$ cat src/rtl/max11046_sampler.sv
// max11046_sampler: cycle-counted CONVST/CS/RD sequencer for the MAX11046 ADC.
// It captures NUM_CH parallel words per conversion and emits them as a
// channel-tagged stream, either single-shot (start) or periodic (enable).
module max11046_sampler #(
   parameter int NUM_CH    = 8,
   parameter int DATA_W    = 16,
   parameter int T_CONV    = 4,
   parameter int T_RD_LOW  = 5,
   parameter int T_RD_HIGH = 3,
   parameter int T_GAP     = 7,
   parameter int T_TIMEOUT = 1000,
   parameter int PERIOD    = 2000
) (
   input  logic              i_clock,
   input  logic              i_rst_n,
   input  logic              i_enable,
   input  logic              i_start,
   input  logic [DATA_W-1:0] i_adc_db,
   input  logic              i_adc_eoc_n,
   output logic              o_adc_convst_n,
   output logic              o_adc_cs_n,
   output logic              o_adc_rd_n,
   output logic              o_adc_wr_n,
   output logic [DATA_W-1:0] o_sample_data,
   output logic [2:0]        o_sample_ch,
   output logic              o_sample_valid,
   output logic              o_frame_done,
   output logic              o_timeout_err,
   output logic              o_overrun,
   output logic              o_busy
);

   // one shared phase counter serves every timed state, so size it for the longest
   localparam int C1      = (T_CONV > T_RD_LOW) ? T_CONV : T_RD_LOW;
   localparam int C2      = (C1 > T_RD_HIGH) ? C1 : T_RD_HIGH;
   localparam int C3      = (C2 > T_GAP) ? C2 : T_GAP;
   localparam int CNT_MAX = (C3 > T_TIMEOUT) ? C3 : T_TIMEOUT;
   localparam int CNT_W   = $clog2(CNT_MAX + 1);
   localparam int PER_W   = $clog2(PERIOD + 1);

   typedef enum logic [2:0] {
      S_IDLE, S_CONV, S_WAIT_EOC, S_RD_LOW, S_RD_HIGH, S_GAP
   } state_t;

   state_t             r_state, w_state_nxt;
   logic [CNT_W-1:0]   r_cnt, w_cnt_nxt;
   logic [2:0]         r_ch, w_ch_nxt;
   logic [PER_W-1:0]   r_per;
   logic               r_eoc_s1, r_eoc_s2, r_eoc_s3;
   logic               w_eoc_fall, w_capture, w_timeout, w_start_go, w_last_ch;

   assign w_eoc_fall = r_eoc_s3 & ~r_eoc_s2;
   assign w_last_ch  = (r_ch == 3'(NUM_CH - 1));

   // EOC synchronizer plus one history flop for falling-edge detection
   always_ff @(posedge i_clock or negedge i_rst_n) begin
      if (!i_rst_n) begin
         r_eoc_s1 <= 1'b1;
         r_eoc_s2 <= 1'b1;
         r_eoc_s3 <= 1'b1;
      end else begin
         r_eoc_s1 <= i_adc_eoc_n;
         r_eoc_s2 <= r_eoc_s1;
         r_eoc_s3 <= r_eoc_s2;
      end
   end

   // state, phase counter and channel counter registers
   always_ff @(posedge i_clock or negedge i_rst_n) begin
      if (!i_rst_n) begin
         r_state <= S_IDLE;
         r_cnt   <= '0;
         r_ch    <= '0;
      end else begin
         r_state <= w_state_nxt;
         r_cnt   <= w_cnt_nxt;
         r_ch    <= w_ch_nxt;
      end
   end

   // next-state logic; each timed state ends when the counter hits its length-1
   always_comb begin
      w_state_nxt = r_state;
      w_cnt_nxt   = r_cnt + 1'b1;
      w_ch_nxt    = r_ch;
      w_capture   = 1'b0;
      w_timeout   = 1'b0;
      w_start_go  = 1'b0;
      case (r_state)
         S_IDLE: begin
            w_cnt_nxt = '0;
            w_ch_nxt  = '0;
            if (i_enable) begin
               if (r_per == '0) w_state_nxt = S_CONV;
            end else if (i_start) begin
               w_state_nxt = S_CONV;
               w_start_go  = 1'b1;
            end
         end
         S_CONV: if (r_cnt == CNT_W'(T_CONV - 1)) begin
            w_state_nxt = S_WAIT_EOC;
            w_cnt_nxt   = '0;
         end
         S_WAIT_EOC: begin
            if (w_eoc_fall) begin
               w_state_nxt = S_RD_LOW;
               w_cnt_nxt   = '0;
            end else if (r_cnt == CNT_W'(T_TIMEOUT - 1)) begin
               w_state_nxt = S_GAP;
               w_cnt_nxt   = '0;
               w_timeout   = 1'b1;
            end
         end
         S_RD_LOW: if (r_cnt == CNT_W'(T_RD_LOW - 1)) begin
            w_state_nxt = S_RD_HIGH;
            w_cnt_nxt   = '0;
            w_capture   = 1'b1;
         end
         S_RD_HIGH: if (r_cnt == CNT_W'(T_RD_HIGH - 1)) begin
            w_cnt_nxt = '0;
            if (w_last_ch) begin
               w_state_nxt = S_GAP;
            end else begin
               w_state_nxt = S_RD_LOW;
               w_ch_nxt    = r_ch + 3'd1;
            end
         end
         S_GAP: if (r_cnt == CNT_W'(T_GAP - 1)) begin
            w_state_nxt = S_IDLE;
            w_cnt_nxt   = '0;
         end
         default: begin
            w_state_nxt = S_IDLE;
            w_cnt_nxt   = '0;
         end
      endcase
   end

   // period counter: reloads at frame start, parks at 0 when periodic mode is off
   always_ff @(posedge i_clock or negedge i_rst_n) begin
      if (!i_rst_n)                                         r_per <= '0;
      else if (!i_enable)                                   r_per <= '0;
      else if (r_state == S_IDLE && w_state_nxt == S_CONV)  r_per <= PER_W'(PERIOD - 1);
      else if (r_per != '0)                                 r_per <= r_per - 1'b1;
   end

   // registered pin and stream outputs, decoded from the next state so pins
   // change on the same edge as the state
   always_ff @(posedge i_clock or negedge i_rst_n) begin
      if (!i_rst_n) begin
         o_adc_convst_n <= 1'b1;
         o_adc_cs_n     <= 1'b1;
         o_adc_rd_n     <= 1'b1;
         o_adc_wr_n     <= 1'b1;
         o_sample_data  <= '0;
         o_sample_ch    <= '0;
         o_sample_valid <= 1'b0;
         o_frame_done   <= 1'b0;
         o_timeout_err  <= 1'b0;
         o_overrun      <= 1'b0;
         o_busy         <= 1'b0;
      end else begin
         o_adc_convst_n <= (w_state_nxt != S_CONV);
         o_adc_cs_n     <= !((w_state_nxt == S_RD_LOW) || (w_state_nxt == S_RD_HIGH));
         o_adc_rd_n     <= (w_state_nxt != S_RD_LOW);
         o_adc_wr_n     <= 1'b1;
         o_busy         <= (w_state_nxt != S_IDLE);
         o_sample_valid <= w_capture;
         o_frame_done   <= w_capture & w_last_ch;
         if (w_capture) begin
            o_sample_data <= i_adc_db;
            o_sample_ch   <= r_ch;
         end
         if (w_timeout)       o_timeout_err <= 1'b1;
         else if (w_start_go) o_timeout_err <= 1'b0;
         if (i_enable && r_per == '0 && r_state != S_IDLE) o_overrun <= 1'b1;
      end
   end

endmodule

$ cat config.mk
export PLATFORM = sky130hd
export DESIGN_NAME = max11046_sampler
export DESIGN_NICKNAME = d
export VERILOG_FILES = /design/src/rtl/max11046_sampler.sv
export SDC_FILE = /design/constraint.sdc
export NUM_CORES = 1
export LEC_CHECK = 0
export BUFFER_PORTS_ARGS = -buffer_cell sky130_fd_sc_hd__buf_2
export CAP_MARGIN = 15
export CORE_ASPECT_RATIO = 0.75
export CORE_MARGIN = 2
export CORE_UTILIZATION = 50
export CTS_CLUSTER_DIAMETER = 50
export CTS_CLUSTER_SIZE = 16
export DETAILED_ROUTE_END_ITERATION = 16
export GPL_TIMING_DRIVEN = 0
export PLACE_DENSITY_LB_ADDON = 0.15
export SLEW_MARGIN = 40
export SYNTH_ARGS = -nofsm -noshare
export SYNTH_HDL_FRONTEND = slang
export SYNTH_SLANG_ARGS = --single-unit
export TNS_END_PERCENT = 50
$ cat constraint.sdc
create_clock -name i_clock -period 6.5 [get_ports i_clock]
set_clock_uncertainty 0.2 [all_clocks]
set_input_delay 0.65 -clock i_clock [delete_from_list [all_inputs] [get_ports i_clock]]
set_output_delay 0.65 -clock i_clock [all_outputs]
set_load 0.005 [all_outputs]
* Word level (Yosys, flattened, before mapping)
Cells that the tools add are included.
** Operators by class
- Reduce and logical (&&, ||, !) cells :: 13
- Add/sub/neg operators :: 3
- Eq/ne operators :: 19
- Muxes and demuxes :: 34
- Bitwise logic cells :: 3
** Operators with widths (count)
- $mux 10 :: 6
- $pmux 10 s5 :: 1
- $mux 3 :: 12
- $mux 11 :: 3
- $eq 10x2->1 const B :: 2
- $eq 10x3->1 const B :: 2
- $pmux 3 s6 :: 1
- $eq 3x3->1 const B :: 4
- $logic_not 11->1 :: 1
- $reduce_bool 11->1 :: 1
- $sub 11x1->11 const B :: 1
- $add 10x1->10 const B :: 1
- $eq 10x10->1 const B :: 1
- $mux 1 :: 10
- $eq 3x2->1 const B :: 3
- $eq 3x1->1 const B :: 2
- $ne 3x1->1 const B :: 2
- $pmux 3 s2 :: 1
- $reduce_bool 3->1 :: 2
- $ne 2x2->1 const B :: 2
- $reduce_bool 2->1 :: 2
- $add 3x1->3 const B :: 1
- $logic_and 1x1->1 :: 3
- $logic_not 3->1 :: 1
- 6 further kinds :: 7
** Storage, ports and cells
- Flip-flop bits (word level) :: 57

* Longest topological paths before layout
Gate-level depths: netlist of the first run.
- Depth in word-level cells :: 8
- Depth in mapped cells :: 7
- Gate-level depth less buffers :: 7

* Worst setup path before layout of the first run
Ideal clock, no wire load.
- Kind :: register -> register
- From :: register r_per[0]
- To :: register r_per[10]
- Setup time :: 0.073 ns
- Required time :: 6.227 ns
- Buffers on the path :: 0
- Stages on the path, launching flop included :: 8
- Arrival time :: 1.862 ns
- Path slack :: 4.365 ns
- Cell sequence :: dfrtp_1 > inv_1 > ha_1 > or4b_2 > or3_1 > nor3_1 > a21oi_1 > nor2b_1
** On the way
- Cells in the longest elaborated chain, start to end :: 8
** Ends and longest elaborated chain
- from (decl) :: line 48 : logic [PER_W-1:0] r_per;
- from (signal assigned) :: line 143 : else if (r_state == S_IDLE && w_state_nxt == S_CONV) r_per <= PER_W'(PERIOD - 1);
- from (signal assigned) :: line 144 : else if (r_per != '0) r_per <= r_per - 1'b1;
- $logic_not 11->1 :: line 94 : if (r_per == '0) w_state_nxt = S_CONV;
- $mux 3 :: line 94
- $mux 3 :: line 93 : if (i_enable) begin
- $pmux 3 s6 :: line 89 : case (r_state)
- $eq 3x1->1 :: line 143
- $logic_and 1x1->1 :: line 143
- $mux 11 :: line 143
- $mux 11 :: line 142 : else if (!i_enable) r_per <= '0;
Parallel ways exist; a longest one is shown, timed or not. The select of a mux whose other input is x is not followed.
A chain may end at the register's enable or synchronous reset.

* Worst setup path after layout of the first run
- From :: register r_cnt[6]
- To :: register r_cnt[1]
** On the way
- Cells in the longest elaborated chain, start to end :: 4
** Ends and longest elaborated chain
- from (decl) :: line 46 : logic [CNT_W-1:0] r_cnt, w_cnt_nxt;
- from (signal assigned) :: line 76 : r_cnt <= w_cnt_nxt;
- $eq 10x10->1 :: line 108 : end else if (r_cnt == CNT_W'(T_TIMEOUT - 1)) begin
- $mux 10 :: line 108
- $mux 10 :: line 105 : if (w_eoc_fall) begin
- $pmux 10 s5 (*) :: line 89
- named net w_cnt_nxt[1] :: line 46
The timed path passes the listed nets; every way through them passes the cells marked *.

==> results of run 1 <==
[final cells by class]
type                            instances  area share [%]
Tap cell                               75           2.887
Timing Repair Buffer                   47           7.313
Clock inverter                          3           1.232
Buffer                                  8           1.309
Clock buffer                           13           4.888
Inverter                                6          0.6928
Multi-Input combinational cell        197           37.57
Sequential cell                        57           44.11
[cells in the final DEF (no fill, tap or decap), types with 7 or more instances in the layout]
cell type	n
nor2_1	19
nand3_1	8
clkbuf_8	11
nand2_1	67
dfrtp_1	51
buf_2	47
xnor2_1	11
nor2b_1	7
[logic make-up (layout without fill, tap and decap cells)]
logic type / count (synthesis) / after routing / synth area share, %
AND/OR/NAND/NOR: 146 / 146 / 28.89
flip-flops: 57 / 57 / 52.71
AO/OA/AOI/OAI: 28 / 28 / 7.820
XOR/XNOR: 14 / 14 / 4.508
buffers and inverters: 14 / 77 / 2.391
adder cells (fa/ha/maj): 6 / 6 / 2.760
multiplexers: 2 / 2 / 0.7820
other: 1 / 1 / 0.1379
[routing by layer]
layer	share of wire (%)	GRT usage, %	vias to the layer above
li1	-	-	1037
met1	51	28.61	954
met2	41	25.74	51
met3	6.0	6.031	9
met4	1.8	9.515	0
met5	0	0	-
[critical path, stage by stage, from the launching register on]
cell       delay [ps]
dfrtp_1           450
nor4b_1           460
nand3_1           190
a41o_1            340
a2111oi_4         590
nor2b_1           120
[power by group through the flow]
stage | sequential [mW] | combinational (mW) | clock, mW
after floorplan | 0.517 | 0.321 | 0
after global placement | 0.518 | 0.447 | 0
after detailed placement | 0.520 | 0.457 | 0
after CTS | 0.515 | 0.460 | 0.339
after global routing | 0.528 | 0.521 | 0.355
final | 0.514 | 0.454 | 0.332
[final timing paths]
kind,startpoint,endpoint,depth (start not counted),slack (ps)
max reg2reg,r_cnt[6],r_cnt[1],5,4010
max,r_cnt[6],r_cnt[1],5,4010
min in group asynchronous,i_rst_n,r_per[5],1,170
max in group asynchronous,i_rst_n,r_cnt[2],1,5470
min reg2reg,r_eoc_s1,r_eoc_s2,0,160
min,r_eoc_s1,r_eoc_s2,0,160
[registers in the layout, indices dropped and copies added (netlist names), 3 cells and up]
signal         cells
o_sample_data     16
r_per             11
r_state            3
o_sample_ch        3
r_cnt             10
r_ch               3
[through the flow]
stage	cell area [um^2]	power [mW]	utilization [%]
2_1_floorplan	2720	0.8379	-
3_3_place_gp	3049	0.9647	57.59
3_5_place_dp	3052	0.9770	57.63
4_1_cts	3251	1.314	61.39
5_1_grt	3251	1.404	61.39
6_report	3251	1.300	61.39
==> reports/results.txt, run 1 <==
crit start category = flop
Die Wd = 89.17 um
leading area contributor after synthesis = dfrtp_1
EDFF count, synth = 0
antenna violations before repair = 0
Post-synth top cells = 67 x nand2_1, 51 x dfrtp_1, 19 x nor2_1, 11 x xnor2_1, 8 x nand3_1
Switching Share = 34.27%
Hold Vio Cnt, Final = 0
Syn Inst Count = 268
Synth Flop Type = dfrtp_1
post-route minimum period = 2492 ps
CTS buffer count = 9
main area contributors after synthesis = dfrtp_1 47%, nand2_1 9.2%, dfstp_2 5.8%, xnor2_1 3.5%, ha_1 2.8%
async set-reset flop share out of synthesis = 100.0%
area share of the largest cell type after synthesis = 46.92%
routed len/inst = 12.97 um
vias in the first global route = 1,764
count leader, synth = nand2_1
Tcrit/Tclk final = 38.34%
warnings from Yosys = 0
via count = 2,051
TNS Setup = 0 ps
grt total ovfl = 0
clock sink count = 57
Ant. Diodes = 0
total track usage = 19.42%
fillers = 491
drt via density = 5.052
detailed placement HPWL = 3.690 mm
register share of total power = 39.5%
RSZ-0062 raised after global routing = false
largest net degree at the start of global routing = 58
DRC = 0
Mapped Avg Cell Area = 10.15 um^2
Crit Path Class = reg -> reg
cts repair resizes = 0
slack of the critical path = 4008 ps
Worst slew margin = 53.11%
CTS H-Tree Depth = 3
worst IR drop on VDD = 0.1645 mV
row cnt = 23
Clock Tree Root = clkbuf_8
Clk pwr share = 25.5%
critical path fanouts, max = 10
Comb pwr share = 34.9%
dpl cells = 390
synth unique cells = 53
Worst-path clk slew = 60 ps
HP Class = reg -> reg
Multi-input gate area = 1221 um^2
Routed WL = 5.266 mm
Post-CTS Setup Bufs = 0
clk buf depth = 2
P_leak = 1.519 nW
CTS Hold Bufs = 0
final antenna-violating net count = 0
final hold slack = 155.2 ps
Final Non-Filler Cells = 406
crit path DAT = 2470 ps
port bufs = 47
final setup vio count = 0
WP data required = 6480 ps
Yosys reg bits = 57
outcome = completed
register area = 1434 um^2
CTS tree = done
Syn-to-layout area delta = 19.50%
Psw = 0.4454 mW
Post-layout nets = 353
Worst-Margin Slew = 703.3 ps
core area = 5295 um^2
CP endpoint kind = flop
internal power of the cells = 0.8543 mW
worst slack, placed = 4004 ps
max cap viols = 0
Initial DRC Count = 212
Max Slew Vio Count = 0
synthesized cell area = 2720 um^2
die area = 6052 um^2
Die H = 67.88 um
initial core utilization = 51.37%
DRT Pass-1 Iters = 4
sequential fraction of the synthesis area = 52.71%
syn nets = 295
first-pass GRT wire length = 8.576 mm
Ports = 49
layout cell share with drive strength beyond 1 = 25.38%
routability cong. = 0.8683
fmax = 401.3 MHz
clock latency on the worst-skew pair = 330 ps
pwr/cell area = 399.9 nW/um^2
Power figures use the tool's default switching activity.
==> run 2, diff against run 1 <==
clock period = 2.5 ns   (was 6.5 ns; I/O delays follow)
==> reports/results.txt, run 2 (synthesis results as in run 1) <==
Largest Register = o_sample_data
TNS Setup = 0 ps
Largest stage delay, worst path = 450 ps
DRT Pass-1 Iters = 4
clock sink count = 57
Hold Vio Cnt, Final = 0
DRC = 0
worst IR drop on VDD = 0.3919 mV
Clock Tree Root = clkbuf_8
Post-layout nets = 374
CP endpoint kind = flop
Crit Path Class = reg -> reg
routed len/inst = 12.95 um
commonest non-fill, non-tap cell in the layout = nand2_1
most frequent cells in the layout = 66 x nand2_1, 51 x dfrtp_1, 47 x buf_2
final setup vio count = 0
max FFs per register = 16
Worst-Margin Slew = 705.2 ps
clock latency on the worst-skew pair = 330 ps
Ant. Diodes = 0
Tcrit/Tclk final = 94.33%
max cap viols = 0
Die Wd = 89.17 um
port bufs = 47
drt via density = 4.967
Max Slew Vio Count = 0
sequence of cells on the critical path = nor4_4 -> nand3_1 -> a41o_1 -> a2111oi_4 -> buf_4 -> nor2_1
Routed WL = 5.529 mm
RSZ-0062 raised after global routing = false
Initial DRC Count = 213
HP Class = in -> reg
Syn-to-layout area delta = 27.60%
crit path DAT = 2380 ps
critical path fanouts, max = 6
post-route minimum period = 2358 ps
Worst-path clk slew = 60 ps
clk buf depth = 2
Ports = 49
crit start category = flop
total track usage = 20.25%
Die H = 67.88 um
WP data required = 2520 ps
grt total ovfl = 0
routability cong. = 0.8683
antenna violations before repair = 0
detailed placement HPWL = 3.690 mm
outcome = completed
fmax = 424.0 MHz
core area = 5295 um^2
die area = 6052 um^2
Worst slew margin = 52.99%
CP max-delay cell = dfrtp_1
largest registers = o_sample_data (16), r_per (11), r_cnt (10)
CTS buffer count = 9
P_leak = 1.616 nW
final hold slack = 50.17 ps
pwr/cell area = 1001 nW/um^2
row cnt = 23
largest net degree at the start of global routing = 58
initial core utilization = 51.37%
first-pass GRT wire length = 8.949 mm
CTS tree = done
vias in the first global route = 1,888
final antenna-violating net count = 0
CTS H-Tree Depth = 3
layout cell share with drive strength beyond 1 = 25.28%
via count = 2,121
run 2: changes by cell type in the layout (fill, tap and decap cells not counted):
| cell | previous run | this run |
|---|---|---|
| nand2_2 | 0 | 1 |
| nor4_2 | 1 | 0 |
| buf_4 | 2 | 5 |
| nor4_4 | 3 | 4 |
| nor4b_1 | 1 | 0 |
| nor4b_2 | 0 | 1 |
| nand2_1 | 67 | 66 |
| dlygate4sd3_1 | 0 | 18 |
run 2: worst max-delay path: cells and delay by family (launching register included):
family	cells	cell delay, ps
AND/OR/NAND/NOR	3	700
AO/OA/AOI/OAI	2	700
flip-flops	1	450
buffers and inverters	1	200
run 2: power breakdown:
part / internal (mW) / switching (mW)
clock: 0.512 / 0.349
sequential: 1.17 / 0.166
combinational: 0.612 / 0.664
run 2: per-layer routing:
layer	routed length (um)	track usage, %
met1	2761	28.94
met2	2429	28.33
met3	277	6.031
met4	61	9.515
met5	0	0
run 2: final cells by class:
class	count	area [um^2]
Buffer	8	42.54
Sequential cell	57	1434
Inverter	6	22.52
Timing Repair Buffer	68	440.4
Clock buffer	13	158.9
Multi-Input combinational cell	197	1239
Tap cell	75	93.84
Fill cell	471	1824
Clock inverter	3	40.04
run 2: final timing paths:
kind,startpoint,to,slack (ps),depth (start not counted)
max in group asynchronous,i_rst_n,r_state[0],1320,2
min,i_enable,r_per[0],50,2
max reg2reg,r_cnt[9],r_cnt[5],140,6
min reg2reg,r_eoc_s1,r_eoc_s2,150,0
max,r_cnt[9],r_cnt[5],140,6
min in group asynchronous,i_rst_n,r_per[5],290,2
run 2: timing repair:
action,in CTS,in global routing
resized for setup,0,3
setup endpoints to repair,2,11
setup buffers,2,1
endpoints found under the hold margin,68,0
pin swaps,1,1
hold buffers,18,0
run 2: metrics by stage:
stage | cells | setup WS (ps) | cell area (um^2) | util [%] | power [mW]
final | 427 | 141.7 | 3471 | 65.55 | 3.475
after global routing | 427 | 11.24 | 3471 | 65.55 | 3.756
after CTS | 426 | 102.7 | 3446 | 65.08 | 3.486
after detailed placement | 390 | 3.715 | 3052 | 57.63 | 2.540
after global placement | 390 | 59.24 | 3049 | 57.59 | 2.508
after floorplan | 268 | 365.5 | 2720 | - | 2.178
==> run 3, diff against run 2 <==
CORE_ASPECT_RATIO = not set   (was 0.75)
==> reports/results.txt, run 3 (synthesis results as in run 1) <==
outcome = completed
final antenna-violating net count = 0
Largest Register = o_sample_data
Initial DRC Count = 118
max FFs per register = 16
routability cong. = 0.8494
Hold Crit Start = i_enable
most frequent cells in the layout = 66 x nand2_1, 51 x dfrtp_1, 47 x buf_2
largest net degree at the start of global routing = 58
Tcrit/Tclk final = 92.56%
Worst Hold End = r_per[10]
Die Wd = 77.76 um
DR WL met2 = 2.717 mm
max cap viols = 0
pwr/cell area = 1066 nW/um^2
detailed placement HPWL = 3.711 mm
r2r startpoint = r_cnt[6]
Worst slew margin = 53.72%
drt via density = 5.102
worst reg2reg path endpoint = r_cnt[5]
Ports = 49
Clk pwr share = 31.3%
Routed WL = 5.415 mm
CTS H-Tree Depth = 3
Max Slew Vio Count = 0
P_leak = 1.637 nW
DRC = 0
post-route minimum period = 2314 ps
R2R cell count = 6
core area = 5172 um^2
first-pass GRT wire length = 9.252 mm
HP Class = in -> reg
layout cell share with drive strength beyond 1 = 25.14%
via count = 2,143
Syn-to-layout area delta = 29.25%
Die H = 77.76 um
WP data required = 2520 ps
grt total ovfl = 0
initial core utilization = 52.59%
crit start category = flop
Comb pwr share = 32.9%
clk buf depth = 2
routed len/inst = 12.89 um
register share of total power = 35.9%
commonest non-fill, non-tap cell in the layout = nand2_1
fmax = 432.2 MHz
CTS tree = done
die area = 6046 um^2
Psw = 1.175 mW
Hold Vio Cnt, Final = 0
vias in the first global route = 2,047
row cnt = 26
Post-layout nets = 372
top layer in use = met4
port bufs = 47
crit path DAT = 2330 ps
clock latency on the worst-skew pair = 330 ps
Hold Path Stages = 2
Worst-path clk slew = 70 ps
Placed Area = 3045 um^2
CP endpoint kind = flop
internal power of the cells = 2.572 mW
largest registers = o_sample_data (16), r_per (11), r_cnt (10)
Ant. Diodes = 0
met3 wire len = 159 um
critical path fanouts, max = 10
total track usage = 19.56%
clock sink count = 57
Crit Path Class = reg -> reg
R2R Setup Slk = 190 ps
Clock Tree Root = clkbuf_8
final hold slack = 50.86 ps
CTS buffer count = 9
post-route cell area = 3516 um^2
Switching Share = 31.36%
slack of the critical path = 186.0 ps
antenna violations before repair = 0
Critical Path Source = r_cnt[6]
metal1 wirelength = 2.470 mm
worst IR drop on VDD = 0.6177 mV
worst slack, placed = 27.74 ps
TNS Setup = 0 ps
DRT Pass-1 Iters = 4
Worst-Margin Slew = 694.2 ps
Tot Pwr = 3.747 mW
final setup vio count = 0
fillers = 415
==> run 3: worst max-delay path by stage <==
stage | end | depth (start not counted)
3_5_place_dp | r_cnt[4] | 6
3_3_place_gp | r_cnt[9] | 5
2_1_floorplan | r_per[10] | 7
5_1_grt | r_cnt[5] | 7
4_1_cts | r_cnt[9] | 6
6_report | r_cnt[5] | 6
==> run 3: critical path, cell delays in order (launching register included) <==
cell	delay, ps
dfrtp_1	450
nor4b_1	470
nand3_1	170
a41o_1	320
a2111oi_4	320
buf_4	220
nor2_1	60
==> run 3: through the flow <==
step | utilization, % | cells
2_1_floorplan | - | 268
3_3_place_gp | 58.83 | 385
3_5_place_dp | 58.88 | 385
4_1_cts | 67.71 | 419
5_1_grt | 67.97 | 420
6_report | 67.97 | 420
==> run 3: layout make-up <==
class / count / area, um^2 / area share (%)
clock buffer: 11 / 151.4 / 4.306
tap: 70 / 87.58 / 2.491
sequential: 57 / 1434 / 40.78
multi-input combinational: 197 / 1227 / 34.91
timing repair buffer: 66 / 425.4 / 12.10
clock inverter: 5 / 125.1 / 3.559
inverter: 6 / 22.52 / 0.6406
buffer: 8 / 42.54 / 1.210
==> run 3: layer usage <==
metal	vias to the layer above	track usage (%)
met5	-	0
met4	0	9.107
met3	6	3.488
met2	37	32.59
met1	1029	24.75
li1	1071	-
==> run 3: power groups by stage <==
stage	logic (mW)	clock network, mW	registers (mW)
after global routing	1.39	1.23	1.38
after CTS	1.21	1.19	1.34
after detailed placement	1.19	0	1.35
final	1.23	1.17	1.34
after floorplan	0.833	0	1.35
after global placement	1.16	0	1.35
==> run 3: repair_timing <==
action                     in CTS  in global routing
resized for setup               0                  2
setup endpoints to repair       0                 17
hold buffers                   18                  0
hold endpoints to repair       68                  0
setup buffers                   0                  1
